**config.mk**
```make
export PLATFORM = sky130hd
export DESIGN_NAME = fetch_unit_flat
export DESIGN_NICKNAME = d
export VERILOG_FILES = /design/src/rtl/fetch_pkg.sv /design/src/rtl/fetch_if.sv /design/src/rtl/fetch_ring.sv /design/src/rtl/fetch_unit.sv /design/src/flat_wrapper.sv
export SDC_FILE = /design/constraint.sdc
export NUM_CORES = 1
export LEC_CHECK = 0
export CORE_MARGIN = 3
export CORE_UTILIZATION = 55
export DETAILED_ROUTE_END_ITERATION = 10
export PLACE_DENSITY = 0.87
export SYNTH_ARGS = -nofsm -noshare
export SYNTH_HDL_FRONTEND = slang
export SYNTH_SLANG_ARGS = --single-unit
```
**constraint.sdc**
```tcl
create_clock -name clk -period 5.3 [get_ports clk]
set_clock_uncertainty 0.05 [all_clocks]
set_input_delay 1.59 -clock clk [delete_from_list [all_inputs] [get_ports clk]]
set_output_delay 1.59 -clock clk [all_outputs]
set_load 0.005 [all_outputs]
```
**src/rtl/fetch_pkg.sv**
```systemverilog
// Shared definitions for the instruction fetch unit and its queue.
// Latency: none (types and constants only).
// Backpressure: not applicable.
package fetch_pkg;

   // Fetch control states
   typedef enum logic {
      ST_IDLE  = 1'b0,
      ST_FETCH = 1'b1
   } fetch_state_e;

   // Every instruction is one fixed-size word
   localparam int unsigned INST_BYTES = 4;

   // Sticky error flag layout
   localparam int unsigned ERR_W         = 2;
   localparam int unsigned ERR_UNEXP_RSP = 0;
   localparam int unsigned ERR_MISALIGN  = 1;

   // Drop counter width: covers up to 255 abandoned memory responses
   localparam int unsigned DROP_W = 8;

   // A target is misaligned when either low address bit is set
   function automatic logic is_misaligned(input logic [1:0] addr_lo);
      return addr_lo != 2'b00;
   endfunction

endpackage

```
**src/rtl/fetch_if.sv**
```systemverilog
// Bundles the memory request/response and decode handshakes of the fetch unit.
// Latency: wires only.
// Backpressure: valid/ready on request and decode sides; responses cannot stall.
interface fetch_if #(
   parameter int XLEN = 64,
   parameter int ILEN = 32
);

   // Memory request channel
   logic            imem_req_valid;
   logic            imem_req_ready;
   logic [XLEN-1:0] imem_req_addr;

   // Memory response channel (in order, no ready)
   logic            imem_rsp_valid;
   logic [ILEN-1:0] imem_rsp_data;

   // Decode channel
   logic            inst_valid;
   logic            inst_ready;
   logic [ILEN-1:0] inst_data;
   logic [XLEN-1:0] inst_pc;

   // Fetch unit side
   modport master (
      output imem_req_valid,
      output imem_req_addr,
      input  imem_req_ready,
      input  imem_rsp_valid,
      input  imem_rsp_data,
      output inst_valid,
      output inst_data,
      output inst_pc,
      input  inst_ready
   );

   // Memory and decode side
   modport slave (
      input  imem_req_valid,
      input  imem_req_addr,
      output imem_req_ready,
      output imem_rsp_valid,
      output imem_rsp_data,
      input  inst_valid,
      input  inst_data,
      input  inst_pc,
      output inst_ready
   );

endinterface

```
**src/rtl/fetch_ring.sv**
```systemverilog
// Fetch queue: slots are reserved at request time, filled in order by responses, popped by decode.
// Latency: a fill is visible at the head the cycle after it is written.
// Backpressure: none internally; the caller never allocates into a full ring nor fills an unreserved slot.
module fetch_ring
   import fetch_pkg::*;
#(
   parameter int XLEN  = 64,
   parameter int ILEN  = 32,
   parameter int DEPTH = 4
) (
   input  logic                   clk,
   input  logic                   rst,
   input  logic                   flush_i,
   input  logic                   alloc_i,
   input  logic [XLEN-1:0]        alloc_pc_i,
   input  logic                   fill_i,
   input  logic [ILEN-1:0]        fill_data_i,
   input  logic                   pop_i,
   output logic [$clog2(DEPTH):0] occ_o,
   output logic [$clog2(DEPTH):0] pend_o,
   output logic                   head_vld_o,
   output logic [ILEN-1:0]        head_data_o,
   output logic [XLEN-1:0]        head_pc_o
);

   localparam int AW = $clog2(DEPTH);
   localparam int PW = AW + 1;

   // Pointers carry one wrap bit so full and empty are distinguishable.
   // Ordering invariant: rd_q <= fill_q <= alloc_q (modulo wrap).
   logic [PW-1:0]   alloc_q, alloc_d;
   logic [PW-1:0]   fill_q,  fill_d;
   logic [PW-1:0]   rd_q,    rd_d;
   logic [ILEN-1:0] data_q [DEPTH];
   logic [XLEN-1:0] pc_q   [DEPTH];

   // Pointer advance; a flush empties the ring and overrides any same-cycle activity
   always_comb begin
      alloc_d = alloc_q;
      fill_d  = fill_q;
      rd_d    = rd_q;
      if (flush_i) begin
         alloc_d = '0;
         fill_d  = '0;
         rd_d    = '0;
      end else begin
         if (alloc_i) alloc_d = alloc_q + PW'(1);
         if (fill_i)  fill_d  = fill_q  + PW'(1);
         if (pop_i)   rd_d    = rd_q    + PW'(1);
      end
   end

   // Pointer registers
   always_ff @(posedge clk or negedge rst) begin
      if (!rst) begin
         alloc_q <= '0;
         fill_q  <= '0;
         rd_q    <= '0;
      end else begin
         alloc_q <= alloc_d;
         fill_q  <= fill_d;
         rd_q    <= rd_d;
      end
   end

   // Slot payload: PC tag written at reservation, instruction written at fill
   always_ff @(posedge clk) begin
      if (alloc_i && !flush_i) pc_q[alloc_q[AW-1:0]]  <= alloc_pc_i;
      if (fill_i  && !flush_i) data_q[fill_q[AW-1:0]] <= fill_data_i;
   end

   // Occupancy counts reserved slots; pending counts reserved-but-unfilled ones
   always_comb begin
      occ_o       = alloc_q - rd_q;
      pend_o      = alloc_q - fill_q;
      head_vld_o  = (fill_q != rd_q);
      head_data_o = data_q[rd_q[AW-1:0]];
      head_pc_o   = pc_q[rd_q[AW-1:0]];
   end

endmodule

```
**src/rtl/fetch_unit.sv**
```systemverilog
// Instruction fetch: PC sequencing, credit-limited memory requests, in-order queue, redirect flush.
// Latency: request to decode-valid is memory latency + 1 cycle; one instruction per cycle sustained.
// Backpressure: requests stop when reserved slots reach DEPTH; decode stalls hold the queue head.
module fetch_unit
   import fetch_pkg::*;
#(
   parameter int              XLEN     = 64,
   parameter int              ILEN     = 32,
   parameter int              DEPTH    = 4,
   parameter logic [XLEN-1:0] RESET_PC = '0
) (
   input  logic             clk,
   input  logic             rst,
   input  logic             fetch_en,
   input  logic             redirect_valid,
   input  logic [XLEN-1:0]  redirect_base,
   input  logic [XLEN-1:0]  redirect_offset,
   fetch_if.master          bus,
   output logic [ERR_W-1:0] err
);

   localparam int                CW      = $clog2(DEPTH) + 1;
   localparam logic [CW-1:0]     DEPTH_C = CW'(DEPTH);
   localparam logic [XLEN-1:0]   STEP    = XLEN'(INST_BYTES);

   fetch_state_e      state_q, state_d;
   logic [XLEN-1:0]   pc_q, pc_d;
   logic [DROP_W-1:0] drop_q, drop_d;
   logic [ERR_W-1:0]  err_q, err_d;

   logic [CW-1:0]     occ;
   logic [CW-1:0]     pend;
   logic              head_vld;
   logic [ILEN-1:0]   head_data;
   logic [XLEN-1:0]   head_pc;

   logic              req_vld;
   logic              req_fire;
   logic              rsp_drop;
   logic              rsp_fill;
   logic              rsp_unexp;
   logic              pop;
   logic [XLEN-1:0]   target;

   // Fetch enable FSM: next state
   always_comb begin
      state_d = state_q;
      case (state_q)
         ST_IDLE:  if (fetch_en)  state_d = ST_FETCH;
         ST_FETCH: if (!fetch_en) state_d = ST_IDLE;
         default:                 state_d = ST_IDLE;
      endcase
   end

   // Handshake decode: issue only with a free reserved slot and never in a redirect cycle
   always_comb begin
      req_vld   = (state_q == ST_FETCH) && (occ < DEPTH_C) && !redirect_valid;
      req_fire  = req_vld && bus.imem_req_ready;
      // Responses owed to flushed requests are consumed before any live ones
      rsp_drop  = bus.imem_rsp_valid && (drop_q != '0);
      rsp_fill  = bus.imem_rsp_valid && (drop_q == '0) && (pend != '0);
      rsp_unexp = bus.imem_rsp_valid && (drop_q == '0) && (pend == '0);
      pop       = head_vld && bus.inst_ready;
      target    = redirect_base + redirect_offset;
   end

   // PC, drop accounting and sticky errors: next state
   always_comb begin
      pc_d   = pc_q;
      drop_d = drop_q;
      err_d  = err_q;

      if (rsp_drop) drop_d = drop_q - DROP_W'(1);
      if (rsp_unexp) err_d[ERR_UNEXP_RSP] = 1'b1;

      if (redirect_valid) begin
         pc_d = {target[XLEN-1:2], 2'b00};
         if (is_misaligned(target[1:0])) err_d[ERR_MISALIGN] = 1'b1;
         // A live response landing this cycle already retires one pending slot
         drop_d = drop_d + DROP_W'(pend) - (rsp_fill ? DROP_W'(1) : DROP_W'(0));
      end else if (req_fire) begin
         pc_d = pc_q + STEP;
      end
   end

   // State registers
   always_ff @(posedge clk or negedge rst) begin
      if (!rst) begin
         state_q <= ST_IDLE;
         pc_q    <= RESET_PC;
         drop_q  <= '0;
         err_q   <= '0;
      end else begin
         state_q <= state_d;
         pc_q    <= pc_d;
         drop_q  <= drop_d;
         err_q   <= err_d;
      end
   end

   fetch_ring #(
      .XLEN  (XLEN),
      .ILEN  (ILEN),
      .DEPTH (DEPTH)
   ) u_ring (
      .clk         (clk),
      .rst         (rst),
      .flush_i     (redirect_valid),
      .alloc_i     (req_fire),
      .alloc_pc_i  (pc_q),
      .fill_i      (rsp_fill),
      .fill_data_i (bus.imem_rsp_data),
      .pop_i       (pop),
      .occ_o       (occ),
      .pend_o      (pend),
      .head_vld_o  (head_vld),
      .head_data_o (head_data),
      .head_pc_o   (head_pc)
   );

   // Output drive
   always_comb begin
      bus.imem_req_valid = req_vld;
      bus.imem_req_addr  = pc_q;
      bus.inst_valid     = head_vld;
      bus.inst_data      = head_data;
      bus.inst_pc        = head_pc;
      err                = err_q;
   end

endmodule

```
**src/flat_wrapper.sv**
```systemverilog
// flat-port wrapper written by rule: the top's interface ports become plain ports
module fetch_unit_flat import fetch_pkg::*;
#(
   parameter int              XLEN     = 64,
   parameter int              ILEN     = 32,
   parameter int              DEPTH    = 4,
   parameter logic [XLEN-1:0] RESET_PC = '0
)
  (clk, rst, fetch_en, redirect_valid, redirect_base, redirect_offset, err, bus_imem_req_valid, bus_imem_req_addr, bus_imem_req_ready, bus_imem_rsp_valid, bus_imem_rsp_data, bus_inst_valid, bus_inst_data, bus_inst_pc, bus_inst_ready);
  fetch_if #(.XLEN(XLEN), .ILEN(ILEN)) bus_i ();
  input  logic clk;
  input  logic rst;
  input  logic fetch_en;
  input  logic redirect_valid;
  input  logic [XLEN-1:0] redirect_base;
  input  logic [XLEN-1:0] redirect_offset;
  output logic [ERR_W-1:0] err;
  output wire logic [$bits(bus_i.imem_req_valid)-1:0] bus_imem_req_valid;
  output wire logic [$bits(bus_i.imem_req_addr)-1:0] bus_imem_req_addr;
  input wire logic [$bits(bus_i.imem_req_ready)-1:0] bus_imem_req_ready;
  input wire logic [$bits(bus_i.imem_rsp_valid)-1:0] bus_imem_rsp_valid;
  input wire logic [$bits(bus_i.imem_rsp_data)-1:0] bus_imem_rsp_data;
  output wire logic [$bits(bus_i.inst_valid)-1:0] bus_inst_valid;
  output wire logic [$bits(bus_i.inst_data)-1:0] bus_inst_data;
  output wire logic [$bits(bus_i.inst_pc)-1:0] bus_inst_pc;
  input wire logic [$bits(bus_i.inst_ready)-1:0] bus_inst_ready;
  assign bus_imem_req_valid = bus_i.imem_req_valid;
  assign bus_imem_req_addr = bus_i.imem_req_addr;
  assign bus_i.imem_req_ready = bus_imem_req_ready;
  assign bus_i.imem_rsp_valid = bus_imem_rsp_valid;
  assign bus_i.imem_rsp_data = bus_imem_rsp_data;
  assign bus_inst_valid = bus_i.inst_valid;
  assign bus_inst_data = bus_i.inst_data;
  assign bus_inst_pc = bus_i.inst_pc;
  assign bus_i.inst_ready = bus_inst_ready;
  fetch_unit #(.XLEN(XLEN), .ILEN(ILEN), .DEPTH(DEPTH), .RESET_PC(RESET_PC)) u_core (.clk(clk), .rst(rst), .fetch_en(fetch_en), .redirect_valid(redirect_valid), .redirect_base(redirect_base), .redirect_offset(redirect_offset), .bus(bus_i), .err(err));
endmodule
```
==> results.md <==
Status:
- The run finished with clean final reports.

Logic synthesis:
- The count of state elements after synthesis is 458.
- The synthesized-area fraction occupied by ao, oa, aoi and oai cells is 9.007%.
- Summing the areas of all fa, ha and maj instances in the mapped netlist gives 5.036% of the synthesized area.
- The synthesized-area fraction occupied by xor and xnor cells is 5.435%.
- Dividing the synthesized area by the synthesized cell count gives 13.62 µm².
- In this run, synthesis inferred 376 flip-flops with an integrated enable.
- Synthesis produced 1656 cells.
- The Yosys step of the flow raised 0 warnings.
- Counting flops with an async set or reset pin after synthesis yields a share of 17.90%.
- The area of the mapped netlist is 22560 µm².
- Of the post-synthesis cell area, the part taken by muxes is 10.02%.
- Counting distinct cell types in the post-synthesis netlist gives 79.
- The area fraction in and, or, nand and nor cells after synthesis is 9.151%.
- The most used flip-flop cell after synthesis is sky130_fd_sc_hd__edfxtp_1.
- The sequential area share after synthesis is 59.15%.
- The main combinational cell family by area after synthesis is multiplexers.

GRT:
- The via count of the first global-routing pass is 15.94k.
- The met3 capacity usage during global routing is 4.539%.
- The global routing's busiest layer is met2.
- Global routing consumed, on the met2 layer, 44.56% of the routing resources.
- The remaining global-route overflow is 0.
- The number of antenna violations at the first check in global routing is 1.
- Global routing consumed, on the met1 layer, 37.45% of the routing resources.
- The pin count of the biggest net entering global routing is 98.
- The global-route total usage across every layer is 27.22%.
- The wire length of the first global-routing pass is 92790 µm.

Layout:
- For this run, the post-layout net count is 2232.
- The finished layout holds 2534 standard cells, fillers aside.
- Leaving out fill and tap cells, the most frequent cell in the layout is sky130_fd_sc_hd__edfxtp_1.
- The count of filler cells inserted in the layout is 2598.
- The post-route netlist has 10.75% of its cells at a drive strength greater than 1.
- The total inserted antenna cells is 0.
- The area growth from synthesis to layout is 23.10%.
- In the layout the commonest cells are sky130_fd_sc_hd__edfxtp_1, sky130_fd_sc_hd__clkdlybuf4s50_1, sky130_fd_sc_hd__nand2_1.

Pwr:
- Summed over all cells, the static leakage comes to 9.807 nW.
- The power per standard cell area is 340.7 nW/µm².
- Across the VDD grid, the largest voltage drop is 0.2202 mV.
- The power after layout is 0.009462 W.

Setup path:
- The startpoint identified for the worst register-to-register timing path is u_core.u_ring.alloc_q[0].
- Of all nets on the critical path, the largest fanout is 5.
- The sort of element at the start of the critical path is a flip-flop.
- The setup slack of the worst register-to-register path is 1.08 ns.
- Data on the critical path is required at its endpoint by 3.66 ns.
- The start-to-end type of the worst setup path is flip-flop to output pin.
- The worst setup path is captured at an output pin.
- Data on the critical path arrives at its endpoint at 3.08 ns.
- The origin of the worst setup path is u_core.u_ring.alloc_q[1].

Floorplanning:
- The die covers 43480 µm².
- The total area inside the core boundary comes to 40100 µm².
- The die is 208.5 µm wide.
- The die is 208.5 µm tall.
- The number of standard-cell rows in the floorplan is 73.
- In this run the count of I/O pins placed on the die edge is 331.
- For this configuration, the core starts out at a cell density of 56.26%.

Place:
- The minimum setup slack after placement is 0.3260 ns.
- The number of I/O port buffers is 326.
- The congestion estimate from routability-driven global placement came to 0.9567.
- Once detailed placement completed, the half-perimeter wirelength came to 40240 µm.
- The cell count after placement is 2457.

Detailed routing:
- The pre-antenna-repair detailed-routing pass consisted of 5 iterations.
- The starting DRC count in detailed routing is 1430.
- After detailed routing, the number of vias per cell comes to 6.135.
- The antenna violation net count after detailed routing is 0.
- For this run, design rule violations remaining after detail routing come to 0.
- The total via count after detailed routing is 15.55k.
- After detailed routing, the average wire length per cell comes to 23.57 µm.
- The sum of routed wire length over all layers is 59720 µm.

CTS:
- CTS built an H-tree with a depth of 2.
- The insertion delay to the later sink of the worst-skew pair is 0.55 ns.
- The TritonCTS clock tree is done.
- After clock tree synthesis, the setup repair step added 0 buffers.
- The longest clock path from root to sink contains 3 buffers.
- The clock transition time at the flip-flop clock pins of the worst setup and hold paths is 0.07 ns.
- In this run, post-CTS repair resized a total of 0 instances.
- The number of buffers added by the clock tree synthesis step is 42.
- The number of hold buffers added after CTS was 0.
- The tree is rooted in a sky130_fd_sc_hd__clkbuf_16.
- The number of sinks handled by clock tree synthesis is 458.

Timing:
- The post-layout minimum cycle time is 4.717 ns.
- The setup violation total in the final timing report is 0.
- Setup repair after global routing left no endpoint under its margin.
- At the pin with the least slew margin, the transition time is 0.9846 ns.
- Hold timing on the final database bottoms out at a slack of 0.4177 ns.
- The total count of hold-check failures in the final report is 0.
- The max-slew violation count came to 0.
- Static timing analysis puts the maximum clock frequency at 212.0 MHz.
- The worst setup slack after layout is 0.5829 ns.
- In this run the tightest slew margin relative to its limit is 33.76%.
- Adding up every negative setup slack in the final design gives 0 ns.
- The part of the cycle the worst path needs is 89.00%.

Min path:
- The launch point of the worst hold path is u_core.err[0].
- The path class of the tightest hold or removal check is flip-flop to flip-flop.

Flow run:
- The reported max-cap violation count is 0.
## Yosys cell counts, types with 4 or more instances
cell | instances | area share [%]
sky130_fd_sc_hd__inv_1 | 47 | 0.78
sky130_fd_sc_hd__buf_1 | 17 | 0.28
sky130_fd_sc_hd__buf_2 | 8 | 0.18
sky130_fd_sc_hd__edfxtp_1 | 376 | 50
sky130_fd_sc_hd__and4_1 | 4 | 0.16
sky130_fd_sc_hd__o22ai_1 | 6 | 0.17
sky130_fd_sc_hd__nand3_1 | 47 | 1.0
sky130_fd_sc_hd__a31oi_1 | 9 | 0.25
sky130_fd_sc_hd__dfrtp_1 | 82 | 9.1
sky130_fd_sc_hd__nor4_1 | 7 | 0.19
sky130_fd_sc_hd__or3_1 | 7 | 0.19
sky130_fd_sc_hd__and2_1 | 17 | 0.47
sky130_fd_sc_hd__a21oi_1 | 104 | 2.3
sky130_fd_sc_hd__nor2b_1 | 5 | 0.14
sky130_fd_sc_hd__o21ai_0 | 72 | 1.6
sky130_fd_sc_hd__a211oi_1 | 5 | 0.17
sky130_fd_sc_hd__nand2b_1 | 6 | 0.17
sky130_fd_sc_hd__and3_1 | 17 | 0.47
sky130_fd_sc_hd__mux4_2 | 94 | 9.4
sky130_fd_sc_hd__nand2_1 | 125 | 2.1
sky130_fd_sc_hd__buf_4 | 5 | 0.17
sky130_fd_sc_hd__o21a_1 | 7 | 0.23
sky130_fd_sc_hd__nand4_1 | 40 | 1.1
sky130_fd_sc_hd__a21o_1 | 39 | 1.3
sky130_fd_sc_hd__xor2_1 | 66 | 2.6
sky130_fd_sc_hd__mux2i_1 | 12 | 0.53
sky130_fd_sc_hd__o221ai_1 | 4 | 0.16
sky130_fd_sc_hd__clkbuf_1 | 44 | 0.73
sky130_fd_sc_hd__ha_1 | 86 | 4.8
sky130_fd_sc_hd__xnor2_1 | 74 | 2.9
sky130_fd_sc_hd__o21bai_1 | 12 | 0.40
sky130_fd_sc_hd__nor3_1 | 22 | 0.49
sky130_fd_sc_hd__a21boi_0 | 4 | 0.13
sky130_fd_sc_hd__o211ai_1 | 9 | 0.30
sky130_fd_sc_hd__nor2_1 | 104 | 1.7
sky130_fd_sc_hd__o21ai_1 | 4 | 0.089
## through the flow
step | cell area, µm² | util [%]
after floorplan | 22570 | -
after global placement | 26370 | 65.77
after detailed placement | 26370 | 65.77
after CTS | 27770 | 69.26
after global routing | 27770 | 69.26
final | 27770 | 69.26
## flip-flops by register name, summed over array words and instances (netlist names)
signal / cells
u_core.bus.imem_req_addr: 62
u_core.state_q: 1
u_core.u_ring.fill_q: 3
u_core.u_ring.alloc_q: 3
u_core.u_ring.data_q: 128
u_core.err: 2
u_core.u_ring.pc_q: 248
u_core.u_ring.rd_q: 3
u_core.drop_q: 8
## report_power, final
group | switching (W) | leakage, nW | internal, W
logic | 0.000980 | 4.75 | 0.000911
registers | 0.000341 | 4.37 | 0.00417
clock network | 0.00128 | 0.689 | 0.00177
## cells by family after synthesis
logic type	after synthesis
adder cells (fa/ha/maj)	89
multiplexers	108
flip-flops	458
AO/OA/AOI/OAI	317
buffers and inverters	122
XOR/XNOR	140
other	1
AND/OR/NAND/NOR	421
## worst max-delay path, cell delays in order, from the launching register on
cell	delay (ns)
sky130_fd_sc_hd__dfrtp_1	0.45
sky130_fd_sc_hd__ha_1	0.32
sky130_fd_sc_hd__a21oi_1	0.09
sky130_fd_sc_hd__xnor2_1	0.50
sky130_fd_sc_hd__nand2_1	0.15
sky130_fd_sc_hd__nor2_1	0.42
sky130_fd_sc_hd__clkdlybuf4s50_1	0.60
## worst paths after layout
check                                                     to  depth (start not counted)
max in group asynchronous       u_core.bus.imem_req_addr[23]                          2
worst min register to register                 u_core.err[0]                          1
worst max-delay path                      bus_imem_req_valid                          6
worst min-delay path                           u_core.err[0]                          1
min in group asynchronous           u_core.u_ring.alloc_q[0]                          1
worst max register to register              u_core.drop_q[7]                         18
## cell type report
type / count / area, µm² / area share [%]
sequential: 458 / 13350 / 48.07
multi-input combinational: 1079 / 8738 / 31.47
timing repair buffer: 348 / 3448 / 12.42
clock buffer: 54 / 1180 / 4.249
tap: 525 / 656.9 / 2.365
clock inverter: 23 / 220.2 / 0.7930
inverter: 47 / 176.4 / 0.6353
## metal layers
metal / up-vias / part of all wire [%] / routed length (µm)
li1: 6962 / - / -
met1: 7593 / 40 / 24090
met2: 858 / 48 / 28830
met3: 131 / 7.8 / 4648
met4: 2 / 3.6 / 2136
met5: - / 0.022 / 13
No activity file was read; power rests on OpenSTA's default activity.
